File: config.mk
export PLATFORM = sky130hd
export DESIGN_NAME = main_search_sequencer
export DESIGN_NICKNAME = d
export VERILOG_FILES = /design/src/rtl/ann_ctrl_pkg.sv /design/src/rtl/ctrl_counter.sv /design/src/rtl/main_search_sequencer.sv
export SDC_FILE = /design/constraint.sdc
export NUM_CORES = 1
export LEC_CHECK = 0
export CORE_MARGIN = 2
export CORE_UTILIZATION = 55
export DETAILED_ROUTE_END_ITERATION = 12
export PLACE_DENSITY = 0.89
export SLEW_MARGIN = 25
export SYNTH_ARGS = -nofsm -noshare
export SYNTH_HDL_FRONTEND = slang
export SYNTH_SLANG_ARGS = --single-unit
File: constraint.sdc
create_clock -name clk -period 7.29 [get_ports clk]
set_input_delay 2.187 -clock clk [delete_from_list [all_inputs] [get_ports clk]]
set_output_delay 2.187 -clock clk [all_outputs]
set_load 0.01 [all_outputs]
File: src/rtl/ann_ctrl_pkg.sv
// Shared types and constants for the ANN search control path.
package ann_ctrl_pkg;

    localparam int unsigned CNT_WIDTH         = 16;
    localparam int unsigned K0_LATENCY_DEF    = 6;
    localparam int unsigned DRAIN_LATENCY_DEF = 5;

    typedef logic [CNT_WIDTH-1:0] cnt_t;

    typedef enum logic [2:0] {
        StIdle,
        StExactFstRow,
        StExactFstRowWait,
        StSearchLeaf,
        StSearchWait,
        StProcessRow,
        StDone
    } state_e;

endpackage

File: src/rtl/ctrl_counter.sv
// 16-bit loadable up-counter with synchronous clear and terminal-value compare.
module ctrl_counter
    import ann_ctrl_pkg::*;
(
    input  logic clk_i,
    input  logic rst_ni,
    input  logic clr_i,
    input  logic load_i,
    input  cnt_t load_val_i,
    input  logic en_i,
    input  cnt_t term_val_i,
    output cnt_t cnt_o,
    output logic term_o
);

    cnt_t cnt_q, cnt_d;

    always_comb begin
        cnt_d = cnt_q;
        if (clr_i) begin
            cnt_d = '0;
        end else if (load_i) begin
            cnt_d = load_val_i;
        end else if (en_i) begin
            cnt_d = cnt_q + cnt_t'(1);
        end
    end

    always_ff @(posedge clk_i) begin
        if (!rst_ni) begin
            cnt_q <= '0;
        end else begin
            cnt_q <= cnt_d;
        end
    end

    assign cnt_o  = cnt_q;
    assign term_o = (cnt_q == term_val_i);

endmodule

File: src/rtl/main_search_sequencer.sv
// Sequences the exact first-row sweep, then per-query tree search and leaf processing.
module main_search_sequencer
    import ann_ctrl_pkg::*;
#(
    parameter int unsigned NUM_LEAVES    = 64,
    parameter int unsigned NUM_QUERIES   = 16,
    parameter int unsigned K0_LATENCY    = K0_LATENCY_DEF,
    parameter int unsigned DRAIN_LATENCY = DRAIN_LATENCY_DEF,
    parameter int unsigned ADDR_WIDTH    = $clog2(NUM_LEAVES),
    parameter int unsigned QIDX_WIDTH    = (NUM_QUERIES > 1) ? $clog2(NUM_QUERIES) : 1
) (
    input  logic                  clk,
    input  logic                  rst_n,
    input  logic                  fsm_start,
    input  logic                  fsm_abort,
    output logic                  leaf_mem_ren,
    output logic [ADDR_WIDTH-1:0] leaf_mem_radr,
    output logic                  k0_query_valid,
    output logic                  rm_restart,
    output logic                  s0_valid_in,
    input  logic                  s0_valid_out,
    input  logic [ADDR_WIDTH-1:0] s0_leaf_idx,
    output logic [QIDX_WIDTH-1:0] query_idx,
    output logic                  busy,
    output logic                  fsm_done
);

    state_e                state_q, state_d;
    logic [QIDX_WIDTH-1:0] qidx_q, qidx_d;
    logic [ADDR_WIDTH-1:0] leaf_idx_q, leaf_idx_d;
    cnt_t                  cnt, term_val;
    logic                  cnt_term, cnt_en, last_query;

    assign last_query = (qidx_q == QIDX_WIDTH'(NUM_QUERIES - 1));
    assign cnt_en     = (state_q == StExactFstRow) || (state_q == StExactFstRowWait) ||
                        (state_q == StProcessRow);

    always_comb begin
        term_val = '0;
        unique case (state_q)
            StExactFstRow:     term_val = cnt_t'(NUM_LEAVES);
            StExactFstRowWait: term_val = cnt_t'(DRAIN_LATENCY);
            StProcessRow:      term_val = cnt_t'(K0_LATENCY + DRAIN_LATENCY);
            default:           term_val = '0;
        endcase
    end

    // Counter restarts from zero on every state change, including abort.
    ctrl_counter u_ctrl_counter (
        .clk_i      (clk),
        .rst_ni     (rst_n),
        .clr_i      (state_d != state_q),
        .load_i     (1'b0),
        .load_val_i ('0),
        .en_i       (cnt_en),
        .term_val_i (term_val),
        .cnt_o      (cnt),
        .term_o     (cnt_term)
    );

    always_ff @(posedge clk) begin
        if (!rst_n) begin
            state_q    <= StIdle;
            qidx_q     <= '0;
            leaf_idx_q <= '0;
        end else begin
            state_q    <= state_d;
            qidx_q     <= qidx_d;
            leaf_idx_q <= leaf_idx_d;
        end
    end

    always_comb begin
        state_d    = state_q;
        qidx_d     = qidx_q;
        leaf_idx_d = leaf_idx_q;
        unique case (state_q)
            StIdle: begin
                if (fsm_start) begin
                    state_d = StExactFstRow;
                    qidx_d  = '0;
                end
            end
            StExactFstRow: begin
                if (cnt_term) state_d = StExactFstRowWait;
            end
            StExactFstRowWait: begin
                if (cnt_term) begin
                    if (NUM_QUERIES == 1) begin
                        state_d = StDone;
                    end else begin
                        qidx_d  = qidx_q + QIDX_WIDTH'(1);
                        state_d = StSearchLeaf;
                    end
                end
            end
            StSearchLeaf: state_d = StSearchWait;
            StSearchWait: begin
                if (s0_valid_out) begin
                    leaf_idx_d = s0_leaf_idx;
                    state_d    = StProcessRow;
                end
            end
            StProcessRow: begin
                if (cnt_term) begin
                    if (last_query) begin
                        state_d = StDone;
                    end else begin
                        qidx_d  = qidx_q + QIDX_WIDTH'(1);
                        state_d = StSearchLeaf;
                    end
                end
            end
            StDone:  state_d = StIdle;
            default: state_d = StIdle;
        endcase
        if (fsm_abort && (state_q != StIdle)) begin
            state_d = StIdle;
            qidx_d  = '0;
        end
    end

    always_comb begin
        leaf_mem_ren   = 1'b0;
        leaf_mem_radr  = '0;
        k0_query_valid = 1'b0;
        rm_restart     = 1'b0;
        s0_valid_in    = 1'b0;
        fsm_done       = 1'b0;
        unique case (state_q)
            StIdle: begin
                if (fsm_start) leaf_mem_ren = 1'b1;
            end
            StExactFstRow: begin
                k0_query_valid = 1'b1;
                if (cnt < cnt_t'(NUM_LEAVES - 1)) begin
                    leaf_mem_ren  = 1'b1;
                    leaf_mem_radr = ADDR_WIDTH'(cnt + cnt_t'(1));
                end
                rm_restart = (cnt == cnt_t'(K0_LATENCY)) && !fsm_abort;
            end
            StSearchLeaf: s0_valid_in = !fsm_abort;
            StProcessRow: begin
                if (cnt == '0) begin
                    leaf_mem_ren   = 1'b1;
                    leaf_mem_radr  = leaf_idx_q;
                    k0_query_valid = 1'b1;
                end
                rm_restart = (cnt == cnt_t'(K0_LATENCY)) && !fsm_abort;
            end
            StDone:  fsm_done = !fsm_abort;
            default: ;
        endcase
    end

    assign query_idx = qidx_q;
    assign busy      = (state_q != StIdle);

endmodule
==> load_flow_metrics.sql <==
INSERT INTO impl_metrics (metric_group, metric, value, unit) VALUES
('status', 'run_status', 'finished, final reports clean', ''),
('placement', 'port_buffers', '26', ''),
('logic_synthesis', 'synth_cell_types', '54', ''),
('clocking', 'htreeDepth', '2', ''),
('worst_setup_path', 'path_max_fanout', '7', ''),
('die', 'num_rows', '21', ''),
('logic_synthesis', 'synth.net_count', '234', ''),
('logic_synthesis', 'synth_xor_area_frac', '0.0940', ''),
('hold_path', 'hold_path_class', 'reg -> reg', ''),
('timing', 'post-route-worst-setup-slack', '1.31', 'ns'),
('logic_synthesis', 'synth_seq_cells', '29', ''),
('logic_synthesis', 'synthAdderAreaFrac', '0.0269', ''),
('route', 'detail_route.wirelength', '4270', 'µm'),
('global_routing', 'grt_pass1_wl', '7640', 'µm'),
('clocking', 'tritoncts', 'done', ''),
('route', 'antenna_nets_post_route', '0', ''),
('clocking', 'worst_skew_pair.late_latency', '0.33', 'ns'),
('timing', 'fmaxAchievable', '167', 'MHz'),
('clocking', 'post_cts_resized', '0', ''),
('clocking', 'max_root_sink_buffers', '2', ''),
('logic_synthesis', 'ys_warn_count', '0', ''),
('die', 'ios', '27', ''),
('logic_synthesis', 'postSynth.topFlopCell', 'sky130_fd_sc_hd__dfxtp_1', ''),
('clocking', 'cts_root_buf', 'sky130_fd_sc_hd__clkbuf_4', ''),
('run', 'max_cap_violations', '0', ''),
('route', 'post_drt_wl_per_cell', '14.9', 'µm'),
('die', 'floorplan.die.width', '62.2', 'µm'),
('placement', 'dp_hpwl', '3080', 'µm'),
('worst_setup_path', 'end_kind', 'primary output', ''),
('global_routing', 'grt_max_degree', '23', ''),
('timing', 'finalSetupTns', '0', 'ns'),
('timing', 'rsz_0062_raised_after_global_routing', 'false', ''),
('clocking', 'cts_inserted_buffers', '5', ''),
('timing', 'setup_viol', '0', ''),
('logic_synthesis', 'synth-edff-count', '0', ''),
('logic_synthesis', 'netlist_instances', '219', ''),
('clocking', 'hold_buffers', '0', ''),
('route', 'firstDrtPassIters', '4', ''),
('worst_setup_path', 'cp_cell_sequence', 'clkdlybuf4s50_1 > inv_1 > nand3_1 > nor4_1 > clkdlybuf4s50_1', ''),
('global_routing', 'gr-total-overflow', '0', ''),
('timing', 'finalHoldViolCount', '0', ''),
('layout', 'nets', '254', ''),
('timing', 'period_share', '0.821', ''),
('clocking', 'cts.sink_count', '29', ''),
('logic_synthesis', 'combinational_family_with_the_most_area_after_synthesis', 'simple AND/OR/NAND/NOR gates', ''),
('power_and_ir_drop', 'leakage', '0.000691', 'µW'),
('clocking', 'cts_post_setup_buffers_inserted', '0', ''),
('power_and_ir_drop', 'power.ir.vdd_worst', '108', 'µV'),
('global_routing', 'first_global_vias', '1666', ''),
('logic_synthesis', 'synth-simple-area-share', '0.282', ''),
('worst_setup_path', 'cpMostUsedCell', 'sky130_fd_sc_hd__clkdlybuf4s50_1', ''),
('route', 'drtIter0Drc', '129', ''),
('global_routing', 'grt_antenna_before_repair', '0', ''),
('route', 'dr_total_vias', '1670', ''),
('worst_setup_path', 'slowest_cp_cell', 'sky130_fd_sc_hd__clkdlybuf4s50_1', ''),
('timing', 'finalClockSkew', '0.0109', 'ns'),
('layout', 'layout-drive-gt1-share', '0.0750', ''),
('placement', 'gp_congestion', '0.857', ''),
('worst_setup_path', 'worst_ep_arrival_time', '3.80', 'ns'),
('die', 'chipHeight', '62.2', 'µm'),
('timing', 'max-slew-margin-rel', '0.476', ''),
('clocking', 'worst_setup_hold_path_clk_slew', '0.10', 'ns'),
('route', 'avgViaCountPerCell', '5.84', ''),
('power_and_ir_drop', 'power-per-cell-area', '171', 'nW/µm²'),
('die', 'core-area', '3280', 'µm²'),
('logic_synthesis', 'synth.mux.area_fraction', '0.0376', ''),
('layout', 'n_antenna_cell', '0', ''),
('worst_setup_path', 'worstPathRequired', '5.10', 'ns'),
('logic_synthesis', 'share_of_the_synthesized_area_in_compound_gates_ao_oa_aoi_oai', '0.205', ''),
('logic_synthesis', 'async_flop_share', '0', ''),
('die', 'initial_core_util', '0.567', '');
## registers in the layout, summed over array words and instances (netlist names)
| register | flops |
|---|---|
| leaf_idx_q | 6 |
| state_q | 3 |
| query_idx | 4 |
| u_ctrl_counter.cnt_o | 16 |
## Yosys cell counts (all sizes together) (6+ instances only)
| cell | n | share of area |
|---|---|---|
| nand3 | 14 | 0.040 |
| nor2 | 8 | 0.016 |
| buf | 6 | 0.017 |
| a21oi | 23 | 0.062 |
| clkbuf | 7 | 0.014 |
| xnor2 | 12 | 0.056 |
| mux2i | 7 | 0.038 |
| xor2 | 8 | 0.038 |
| nor2b | 11 | 0.037 |
| nor3 | 6 | 0.016 |
| nand2 | 13 | 0.026 |
| o21ai | 9 | 0.024 |
| inv | 6 | 0.012 |
| dfxtp | 29 | 0.31 |
## power by group
group          total, µW  internal [µW]  switching (µW)
Combinational        104           45.1            58.7
Sequential           174            162            12.4
Clock               93.2           36.7            56.6
## cells by family after synthesis
logic type | count (synthesis)
flops | 29
fa+ha+maj | 4
mux | 7
buf+inv | 19
compound gates | 55
xor+xnor | 20
simple gates | 85
## per-stage QoR
stage / total power [µW] / std cells / area, µm² / hold WS [ns] / utilization
2_1_floorplan: 246 / 219 / 1860 / 0.482 / -
3_3_place_gp: 278 / 278 / 2120 / 0.481 / 0.646
3_5_place_dp: 280 / 278 / 2120 / 0.489 / 0.646
4_1_cts: 372 / 286 / 2170 / 0.505 / 0.662
5_1_grt: 392 / 286 / 2170 / 0.561 / 0.662
6_report: 371 / 286 / 2170 / 0.508 / 0.662
## layout make-up
cell class	count	area [µm²]
tap	46	57.6
sequential	29	581
clock buffer	6	41.3
fill	297	1110
multi-input combinational	171	1200
inverter	6	22.5
timing repair buffer	26	260
clock inverter	2	10.0
## layer usage
metal | global-route usage | wire length, µm | vias to the layer above
met4 | 0.0944 | 79 | 0
met1 | 0.309 | 1920 | 786
met3 | 0.0525 | 181 | 8
li1 | - | - | 832
met2 | 0.409 | 2090 | 44
met5 | 0 | 0 | -
## path summary, 6_finish.rpt
kind                     start                  endpoint  slack (ns)  cells past startpoint
hold reg to reg   query_idx[3]              query_idx[3]        0.51                      2
hold / removal    query_idx[3]              query_idx[3]        0.51                      2
setup / recovery     fsm_abort                rm_restart        1.31                      5
setup reg to reg    state_q[2]  u_ctrl_counter.cnt_o[15]        4.65                      5
## worst max-delay path, delay by kind of cell
family / cells / cell delay (ns)
buffers and inverters: 3 / 1.30
and+or+nand+nor: 2 / 0.30
## cell usage in the layout (no fill, tap or decap), types with 3 or more instances in the layout
| cell type | instances |
|---|---|
| sky130_fd_sc_hd__dfxtp_1 | 29 |
| sky130_fd_sc_hd__clkdlybuf4s50_1 | 26 |
| sky130_fd_sc_hd__a21oi_1 | 23 |
| sky130_fd_sc_hd__nand3_1 | 13 |
| sky130_fd_sc_hd__nand2_1 | 13 |
| sky130_fd_sc_hd__xnor2_1 | 12 |
| sky130_fd_sc_hd__nor2b_1 | 11 |
| sky130_fd_sc_hd__nor2_1 | 8 |
| sky130_fd_sc_hd__xor2_1 | 8 |
| sky130_fd_sc_hd__mux2i_1 | 7 |
| sky130_fd_sc_hd__inv_1 | 6 |
| sky130_fd_sc_hd__nor3_1 | 6 |
| sky130_fd_sc_hd__o21ai_0 | 5 |
| sky130_fd_sc_hd__clkbuf_4 | 5 |
| sky130_fd_sc_hd__a22o_1 | 4 |
| sky130_fd_sc_hd__nand4_1 | 4 |
| sky130_fd_sc_hd__o21ai_1 | 4 |
| sky130_fd_sc_hd__ha_1 | 4 |
| sky130_fd_sc_hd__nor4_2 | 3 |
| sky130_fd_sc_hd__nand3b_1 | 3 |
| sky130_fd_sc_hd__and3_1 | 3 |
| sky130_fd_sc_hd__nand2b_1 | 3 |
| sky130_fd_sc_hd__nor4bb_1 | 3 |
Power figures use the tool's default switching activity.
